[config.mk]
export PLATFORM = sky130hd
export DESIGN_NAME = regfile_wb_arbiter_flat
export DESIGN_NICKNAME = d
export VERILOG_FILES = /design/src/rtl/regfile_wb_arbiter_pkg.sv /design/src/rtl/regfile_wb_arbiter_if.sv /design/src/rtl/regfile_wb_arbiter_skid_buf.sv /design/src/rtl/regfile_wb_arbiter.sv /design/src/flat_wrapper.sv
export SDC_FILE = /design/constraint.sdc
export NUM_CORES = 1
export LEC_CHECK = 0
export CAP_MARGIN = 5
export CORE_MARGIN = 2
export CORE_UTILIZATION = 32
export DETAILED_ROUTE_END_ITERATION = 10
export DONT_BUFFER_PORTS = 1
export PLACE_DENSITY_LB_ADDON = 0.15
export SYNTH_ARGS = -nofsm -noshare
export SYNTH_HDL_FRONTEND = slang
export SYNTH_SLANG_ARGS = --single-unit
[constraint.sdc]
create_clock -name clk -period 3.7 [get_ports clk]
set_input_delay 0.555 -clock clk [delete_from_list [all_inputs] [get_ports clk]]
set_output_delay 0.555 -clock clk [all_outputs]
set_load 0.005 [all_outputs]
[src/rtl/regfile_wb_arbiter_pkg.sv]
// Shared types for the register-bank writeback path.
// Pure definitions; no logic, no latency.
// Source identifiers index the per-source buffer and grant vectors.
package regfile_pkg;

  typedef enum logic {
    SRC_ALU = 1'b0,
    SRC_LSU = 1'b1
  } wb_src_e;

  localparam int NUM_WB_SRC = 2;

endpackage

[src/rtl/regfile_wb_arbiter_if.sv]
// Writeback/decode bundle between the producers, decode and the write-side controller.
// Wires only; no latency.
// Each writeback source has its own valid/ready pair; ready is driven by the slave.
interface regfile_wb_arbiter_if #(
  parameter int AWIDTH = 3,
  parameter int DWIDTH = 8
);

  logic              alu_valid;
  logic              alu_ready;
  logic [AWIDTH-1:0] alu_waddr;
  logic [DWIDTH-1:0] alu_wdata;
  logic              lsu_valid;
  logic              lsu_ready;
  logic [AWIDTH-1:0] lsu_waddr;
  logic [DWIDTH-1:0] lsu_wdata;
  logic              issue_valid;
  logic [AWIDTH-1:0] issue_addr;
  logic [AWIDTH-1:0] raddr1;
  logic [AWIDTH-1:0] raddr2;
  logic              stall;
  logic              rf_wen;
  logic [AWIDTH-1:0] rf_waddr;
  logic [DWIDTH-1:0] rf_wdata;

  modport master (
    output alu_valid, alu_waddr, alu_wdata,
    output lsu_valid, lsu_waddr, lsu_wdata,
    output issue_valid, issue_addr, raddr1, raddr2,
    input  alu_ready, lsu_ready, stall, rf_wen, rf_waddr, rf_wdata
  );

  modport slave (
    input  alu_valid, alu_waddr, alu_wdata,
    input  lsu_valid, lsu_waddr, lsu_wdata,
    input  issue_valid, issue_addr, raddr1, raddr2,
    output alu_ready, lsu_ready, stall, rf_wen, rf_waddr, rf_wdata
  );

endinterface

[src/rtl/regfile_wb_arbiter_skid_buf.sv]
// One-entry writeback holding register for a single source.
// Latency: handshake edge loads the entry; it is visible the following cycle.
// Ready when empty or being drained this cycle, so a drain and refill can overlap.
module wb_skid_buf #(
  parameter int AWIDTH = 3,
  parameter int DWIDTH = 8
) (
  input  logic              clk,
  input  logic              rst,
  input  logic              in_valid,
  output logic              in_ready,
  input  logic [AWIDTH-1:0] in_addr,
  input  logic [DWIDTH-1:0] in_data,
  input  logic              drain,
  output logic              buf_v,
  output logic [AWIDTH-1:0] buf_addr,
  output logic [DWIDTH-1:0] buf_data
);

  logic load;

  assign in_ready = !buf_v | drain;
  // x0 writes complete the handshake but never occupy the entry
  assign load     = in_valid & in_ready & (in_addr != '0);

  // Load has priority over drain so a same-cycle refill keeps the entry valid
  always_ff @(posedge clk or posedge rst) begin
    if (rst) begin
      buf_v    <= 1'b0;
      buf_addr <= '0;
      buf_data <= '0;
    end else if (load) begin
      buf_v    <= 1'b1;
      buf_addr <= in_addr;
      buf_data <= in_data;
    end else if (drain) begin
      buf_v    <= 1'b0;
    end
  end

endmodule

[src/rtl/regfile_wb_arbiter.sv]
// Merges ALU and LSU writebacks onto the single bank write port and tracks pending writes.
// Latency: 1 cycle handshake-to-write uncontested, 2 cycles when losing round-robin.
// Per-source ready = buffer empty or granted; stall flags reads of pending registers.
module regfile_wb_arbiter
  import regfile_pkg::*;
#(
  parameter int AWIDTH = 3,
  parameter int DWIDTH = 8
) (
  input  logic              clk,
  input  logic              rst,
  regfile_wb_arbiter_if.slave bus
);

  localparam int NREG = 2 ** AWIDTH;

  logic [NUM_WB_SRC-1:0] buf_v;
  logic [NUM_WB_SRC-1:0] grant;
  logic [AWIDTH-1:0]     buf_addr [NUM_WB_SRC];
  logic [DWIDTH-1:0]     buf_data [NUM_WB_SRC];
  wb_src_e               rr_ptr;
  logic [NREG-1:0]       pending;
  logic [NREG-1:0]       set_mask;
  logic [NREG-1:0]       clr_mask;
  logic                  wen;
  logic [AWIDTH-1:0]     waddr;
  logic [DWIDTH-1:0]     wdata;

  wb_skid_buf #(.AWIDTH(AWIDTH), .DWIDTH(DWIDTH)) u_alu_buf (
    .clk      (clk),
    .rst      (rst),
    .in_valid (bus.alu_valid),
    .in_ready (bus.alu_ready),
    .in_addr  (bus.alu_waddr),
    .in_data  (bus.alu_wdata),
    .drain    (grant[SRC_ALU]),
    .buf_v    (buf_v[SRC_ALU]),
    .buf_addr (buf_addr[SRC_ALU]),
    .buf_data (buf_data[SRC_ALU])
  );

  wb_skid_buf #(.AWIDTH(AWIDTH), .DWIDTH(DWIDTH)) u_lsu_buf (
    .clk      (clk),
    .rst      (rst),
    .in_valid (bus.lsu_valid),
    .in_ready (bus.lsu_ready),
    .in_addr  (bus.lsu_waddr),
    .in_data  (bus.lsu_wdata),
    .drain    (grant[SRC_LSU]),
    .buf_v    (buf_v[SRC_LSU]),
    .buf_addr (buf_addr[SRC_LSU]),
    .buf_data (buf_data[SRC_LSU])
  );

  // Grant the lone valid buffer, or the rr_ptr source when both hold a request
  always_comb begin
    grant = '0;
    if (&buf_v) begin
      grant[rr_ptr] = 1'b1;
    end else begin
      grant = buf_v;
    end
  end

  // Round-robin pointer only moves on a contested cycle
  always_ff @(posedge clk or posedge rst) begin
    if (rst) begin
      rr_ptr <= SRC_ALU;
    end else if (&buf_v) begin
      rr_ptr <= (rr_ptr == SRC_ALU) ? SRC_LSU : SRC_ALU;
    end
  end

  // Write-port mux; idle port reads back as zero
  always_comb begin
    wen   = |grant;
    waddr = '0;
    wdata = '0;
    if (grant[SRC_ALU]) begin
      waddr = buf_addr[SRC_ALU];
      wdata = buf_data[SRC_ALU];
    end else if (grant[SRC_LSU]) begin
      waddr = buf_addr[SRC_LSU];
      wdata = buf_data[SRC_LSU];
    end
  end

  assign bus.rf_wen   = wen;
  assign bus.rf_waddr = waddr;
  assign bus.rf_wdata = wdata;

  // One-hot set/clear requests for the scoreboard this cycle
  always_comb begin
    set_mask = '0;
    clr_mask = '0;
    if (bus.issue_valid) set_mask[bus.issue_addr] = 1'b1;
    if (wen)             clr_mask[waddr]          = 1'b1;
  end

  // Set wins over clear so a newer producer keeps the register pending; x0 never pends
  always_ff @(posedge clk or posedge rst) begin
    if (rst) begin
      pending <= '0;
    end else begin
      pending <= ((pending & ~clr_mask) | set_mask) & {{(NREG-1){1'b1}}, 1'b0};
    end
  end

  assign bus.stall = pending[bus.raddr1] | pending[bus.raddr2];

endmodule

[src/flat_wrapper.sv]
// flat-port wrapper written by rule: the top's interface ports become plain ports
module regfile_wb_arbiter_flat import regfile_pkg::*;
#(
  parameter int AWIDTH = 3,
  parameter int DWIDTH = 8
)
  (clk, rst, bus_alu_valid, bus_alu_waddr, bus_alu_wdata, bus_lsu_valid, bus_lsu_waddr, bus_lsu_wdata, bus_issue_valid, bus_issue_addr, bus_raddr1, bus_raddr2, bus_alu_ready, bus_lsu_ready, bus_stall, bus_rf_wen, bus_rf_waddr, bus_rf_wdata);
  regfile_wb_arbiter_if #(.AWIDTH(AWIDTH), .DWIDTH(DWIDTH)) bus_i ();
  input  logic clk;
  input  logic rst;
  input wire logic [$bits(bus_i.alu_valid)-1:0] bus_alu_valid;
  input wire logic [$bits(bus_i.alu_waddr)-1:0] bus_alu_waddr;
  input wire logic [$bits(bus_i.alu_wdata)-1:0] bus_alu_wdata;
  input wire logic [$bits(bus_i.lsu_valid)-1:0] bus_lsu_valid;
  input wire logic [$bits(bus_i.lsu_waddr)-1:0] bus_lsu_waddr;
  input wire logic [$bits(bus_i.lsu_wdata)-1:0] bus_lsu_wdata;
  input wire logic [$bits(bus_i.issue_valid)-1:0] bus_issue_valid;
  input wire logic [$bits(bus_i.issue_addr)-1:0] bus_issue_addr;
  input wire logic [$bits(bus_i.raddr1)-1:0] bus_raddr1;
  input wire logic [$bits(bus_i.raddr2)-1:0] bus_raddr2;
  output wire logic [$bits(bus_i.alu_ready)-1:0] bus_alu_ready;
  output wire logic [$bits(bus_i.lsu_ready)-1:0] bus_lsu_ready;
  output wire logic [$bits(bus_i.stall)-1:0] bus_stall;
  output wire logic [$bits(bus_i.rf_wen)-1:0] bus_rf_wen;
  output wire logic [$bits(bus_i.rf_waddr)-1:0] bus_rf_waddr;
  output wire logic [$bits(bus_i.rf_wdata)-1:0] bus_rf_wdata;
  assign bus_i.alu_valid = bus_alu_valid;
  assign bus_i.alu_waddr = bus_alu_waddr;
  assign bus_i.alu_wdata = bus_alu_wdata;
  assign bus_i.lsu_valid = bus_lsu_valid;
  assign bus_i.lsu_waddr = bus_lsu_waddr;
  assign bus_i.lsu_wdata = bus_lsu_wdata;
  assign bus_i.issue_valid = bus_issue_valid;
  assign bus_i.issue_addr = bus_issue_addr;
  assign bus_i.raddr1 = bus_raddr1;
  assign bus_i.raddr2 = bus_raddr2;
  assign bus_alu_ready = bus_i.alu_ready;
  assign bus_lsu_ready = bus_i.lsu_ready;
  assign bus_stall = bus_i.stall;
  assign bus_rf_wen = bus_i.rf_wen;
  assign bus_rf_waddr = bus_i.rf_waddr;
  assign bus_rf_wdata = bus_i.rf_wdata;
  regfile_wb_arbiter #(.AWIDTH(AWIDTH), .DWIDTH(DWIDTH)) u_core (.clk(clk), .rst(rst), .bus(bus_i));
endmodule
-- Word-level counts from Yosys, hierarchy flattened
Cells that the tools add are included.
- word-level logic and storage cells: 59
- bits in registers: 32
- output and inout bits: 15
- muxes and demuxes: 22
- $lt $le $gt $ge: 8
- reduce and logical (&&, ||, !) cells: 11
- bitwise gates (word level): 10
- operator list (operator ; count):
    $mux 8 ; 4
    $lt 3x4->1 const B ; 4
    $mux 1 ; 10
    $and 8x8->8 ; 1
    $not 8->8 ; 1
    $or 8x8->8 ; 1
    $bmux 1 s3 ; 2
    $demux 1 s3 ; 2
    $ge 3x1->1 const B ; 2
    $mux 3 ; 2
    $reduce_bool 3->1 ; 2
    $and 1x1->1 ; 4
    $reduce_bool 2->1 ; 2
    $logic_and 1x1->1 ; 3
    $or 1x1->1 ; 3
    $logic_not 1->1 ; 2
    $lt 1x2->1 const B ; 1
    $mux 2 ; 1
    $reduce_and 2->1 ; 1
    $reduce_or 2->1 ; 1
    $demux 1 s1 ; 1
    $ge 1x1->1 const B ; 1

-- Depth between registers and ports, before layout
- depth in word-level cells: 15
- gate-level depth with buffers: 6
- mapped depth without buffers: 5

-- Hierarchy
A second synthesis with hierarchy kept.
- cell total of the unflattened synthesis: 121
- area, all modules: 1630.3 sq um
- by module, submodules not included (module ; area each (sq um) ; seq. area each (sq um) ; times used ; cells each):
    wb_skid_buf ; 500.5 ; 300.3 ; 2 ; 29
    regfile_wb_arbiter ; 629.4 ; 200.2 ; 1 ; 63

-- Least setup slack after synthesis
Ideal clock, no wire load.
- path type: input -> output
- start point: in bus_raddr2[0]
- end point: out bus_stall
- stages: 3
- slack: 1.926 ns
- arrival time: 1.219 ns
- data required time: 3.145 ns
- buffers on the path: 0
- path through: mux4_2 -> mux2i_1 -> nand2_1
- cells in the longest elaborated chain, start to end: 3
- ends and longest elaborated chain (what ; line ; source):
    from (decl) ; flat_wrapper.sv:20 ; input wire logic [$bits(bus_i.raddr2)-1:0] bus_raddr2;
    $bmux 1 s3 ; regfile_wb_arbiter.sv:109 ; assign bus.stall = pending[bus.raddr1] | pending[bus.raddr2];
    $mux 1 (implied by the code) ; regfile_wb_arbiter.sv:109 ;
    $or 1x1->1 ; regfile_wb_arbiter.sv:109 ;
    to (decl) ; flat_wrapper.sv:23 ; output wire logic [$bits(bus_i.stall)-1:0] bus_stall;
Every way passes these cells. The select of a mux whose other input is x is not followed.

-- Worst setup path in the final report
- start point: reg u_core.u_lsu_buf.buf_v
- end point: out bus_rf_waddr[0]
- cells in the longest elaborated chain, start to end: 4
- ends and longest elaborated chain (what ; line ; source):
    from (decl) ; regfile_wb_arbiter_skid_buf.sv:15 ; output logic buf_v,
    from (signal assigned) ; regfile_wb_arbiter_skid_buf.sv:29 ; buf_v <= 1'b0;
    from (signal assigned) ; regfile_wb_arbiter_skid_buf.sv:33 ; buf_v <= 1'b1;
    from (signal assigned) ; regfile_wb_arbiter_skid_buf.sv:37 ; buf_v <= 1'b0;
    $reduce_and 2->1 ; regfile_wb_arbiter.sv:58 ; if (&buf_v) begin
    $mux 2 (*) ; regfile_wb_arbiter.sv:58 ;
    $mux 3 ; regfile_wb_arbiter.sv:82 ; end else if (grant[SRC_LSU]) begin
    $mux 3 (*) ; regfile_wb_arbiter.sv:79 ; if (grant[SRC_ALU]) begin
    to (decl) ; flat_wrapper.sv:25 ; output wire logic [$bits(bus_i.rf_waddr)-1:0] bus_rf_waddr;
Every way passes the cells marked *; elsewhere a longest branch is shown, timed or not.

==> flow_metrics.env <==
export IMPL_synth_top_cell_by_area="dfrtp_1"
export IMPL_drt_wl_total_um=3418
export IMPL_skew_ns=0.003730
export IMPL_synth_most_common_cell="dfrtp_1"
export IMPL_max_slew_margin_pct=32.91
export IMPL_clk_latency_ns=0.28
export IMPL_synth_seq_area_share_pct=48.93
export IMPL_hpwl_um=2599
export IMPL_cpMaxStageDelayCell="a21boi_2"
export IMPL_avgRoutedWirePerCell_um=16.92
export IMPL_drv_slew=0
export IMPL_drtIter0Drc=44
export IMPL_initial_utilization_pct=32.67
export IMPL_final_setup_worst_slack_ns=1.410
export IMPL_grt_pass1_wl_um=5492
export IMPL_pin_count=51
export IMPL_required_ns=3.14
export IMPL_nets=167
export IMPL_grt_start_max_net_pins=33
export IMPL_fin_crit_ns=2.290
export IMPL_r2r_cells=3
export IMPL_async_flop_share_pct=100.0
export IMPL_worst_setup_path_end_kind="output pin"
export IMPL_worst_r2r_setup_slack_ns=1.60
export IMPL_crit_chain="a21boi_2 -> a32oi_2 -> inv_1"
export IMPL_setup_viol=0
export IMPL_worstSetupStartpointType="flop"
export IMPL_tightest_slew_ns=1.004
export IMPL_ys_ff_latch=32
export IMPL_finalCritPeriodShare_pct=61.89
export IMPL_syn_area_per_cell_um2=12.79
export IMPL_n_antenna_cell=0
export IMPL_hold_path_class="in2async"
export IMPL_die_height_um=75.52
export IMPL_setup_tns_ns=0
export IMPL_grt_pass1_vias=1143
export IMPL_viasPerCell=5.089
export IMPL_via_count=1028
export IMPL_power_density_nw_per_um2=685.5
export IMPL_syn_inst=128
export IMPL_max_stage_delay_ns=0.61
export IMPL_leakagePower_nw=0.7728
export IMPL_post_cts_resize_count=0
export IMPL_core_area_um2=5010
export IMPL_synth_top_area_share_pct=48.93
export IMPL_tritoncts="built"
export IMPL_area_growth_pct=9.939
export IMPL_syn_num_nets=164
export IMPL_total_power_mw=1.233
export IMPL_grt_overflow=0
export IMPL_synth_common_cells="dfrtp_1 (32), mux2_2 (10), mux2_4 (10)"
export IMPL_cts_htree_levels=2
export IMPL_ir_worst_vdd_uv=263.6
export IMPL_gr_usage_all_layers_pct=13.40
export IMPL_r2r_end="u_core.u_alu_buf.buf_data[7]"
export IMPL_pre_cts_ws_ns=1.540
export IMPL_cts_root_buf="clkbuf_8"
export IMPL_synth_area_um2=1637
export IMPL_die_area_um2=5703
export IMPL_place_gp_congestion=0.8118
export IMPL_cts_reportedPaths_clkPinSlew_ns=0.07
export IMPL_rsz0062_at_grt="false"
export IMPL_dominantRegCellSynth="dfrtp_1"
export IMPL_cts_hold_buf=0
export IMPL_status="complete, no violations"
export IMPL_drv_cap=0
export IMPL_drive_gt1_share_pct=31.06
export IMPL_cts_num_sinks=32
export IMPL_synth_edf_count=0
export IMPL_antenna_found_initial=0
export IMPL_yosys_warnings=0
export IMPL_max_freq_ghz=0.4367
export IMPL_ys_types=30
export IMPL_drtPass1Iterations=4
export IMPL_r2r_start="u_core.u_lsu_buf.buf_v"
export IMPL_numPortBuffers=0
export IMPL_cts_inserted_buffers=5
export IMPL_crit_arrival_ns=1.73
export IMPL_post_cts_setup_buffer_count=0
export IMPL_drc=0
export IMPL_cp_max_fo=12
export IMPL_synth_area_leaders="dfrtp_1 (49%), mux2_4 (9.2%), mux2_2 (6.9%)"
export IMPL_clk_path_buf_depth=2
export IMPL_hold_viol_final=0
export IMPL_worstSetupPathType="reg2out"
export IMPL_die_w_um=75.52
export IMPL_ant_nets=0
export IMPL_rows=26
worst max path at each step:
| stage | startpoint | endpoint | depth (start not counted) |
|---|---|---|---|
| floorplan | bus_raddr2[0] | bus_stall | 3 |
| global placement | u_core.u_lsu_buf.buf_v | u_core.u_alu_buf.buf_addr[1] | 3 |
| detailed placement | u_core.u_lsu_buf.buf_v | u_core.u_alu_buf.buf_data[7] | 3 |
| CTS | u_core.u_lsu_buf.buf_v | bus_rf_waddr[0] | 3 |
| global route | u_core.u_lsu_buf.buf_v | bus_rf_waddr[0] | 3 |
| finish | u_core.u_lsu_buf.buf_v | bus_rf_waddr[0] | 3 |
report_power, final:
part	switching (mW)	leakage [nW]	internal (mW)
clock network	0.125	0.0552	0.200
logic	0.180	0.350	0.192
registers	0.0857	0.368	0.451
total	0.390	0.773	0.843
per-stage QoR:
step | instance area (um^2) | instances | hold slack (ns) | utilization, %
after global placement | 1692 | 194 | 0.4905 | 33.77
after CTS | 1799 | 202 | 0.2582 | 35.91
after floorplan | 1637 | 128 | 0.4811 | -
after detailed placement | 1692 | 194 | 0.4980 | 33.77
final | 1799 | 202 | 0.2527 | 35.91
after global routing | 1799 | 202 | 0.2749 | 35.91
state kept, by name (all words and copies together), names as in the netlist:
register / count
u_core.u_alu_buf.buf_data: 8
u_core.u_lsu_buf.buf_data: 8
u_core.pending: 7
u_core.u_alu_buf.buf_addr: 3
u_core.u_lsu_buf.buf_addr: 3
u_core.rr_ptr: 1
u_core.u_alu_buf.buf_v: 1
u_core.u_lsu_buf.buf_v: 1
critical path, delay by kind of cell, from the launching register on:
family          cells  cell delay [ns]
compound gates      2             0.81
buf+inv             1             0.13
flops               1             0.51
metal layers:
layer  up-vias  wire, um  GRT usage, %
li1        477         -             -
met1       503      1393         15.77
met3         5       316         5.423
met4         0        38         4.678
met5         -         0             0
met2        43      1669         22.22
placed cells by master, fill, tap and decap left out, drive strengths merged:
| cell type | instances |
|---|---|
| bufinv | 1 |
| and2 | 1 |
| clkbuf | 6 |
| o21ai | 6 |
| mux2i | 4 |
| nand3 | 4 |
| a21oi | 5 |
| clkinv | 1 |
| mux4 | 2 |
| a32oi | 5 |
| buf | 1 |
| nand3b | 2 |
| a22o | 8 |
| nand2 | 9 |
| dfrtp | 32 |
| mux2 | 21 |
| or2 | 2 |
| nand2b | 2 |
| nor2b | 3 |
| inv | 8 |
| a21boi | 1 |
| o31ai | 8 |
cells by family (layout without fill, tap and decap cells):
logic type	count (synthesis)	in the layout	share of synthesized area (%)
compound gates	33	33	16.74
buf+inv	13	17	4.282
flops	32	32	48.93
mux	27	27	21.94
simple gates	23	23	8.104
layout make-up:
class	instances	area, um^2
fillers	517	3211
flip-flops and latches	32	800.8
multi-input cells	83	765.7
well taps	70	87.58
clock buffers	6	72.57
clock inverters	2	35.03
inverters	8	30.03
repair buffers	1	7.507
(Power assumes the default switching activity.)
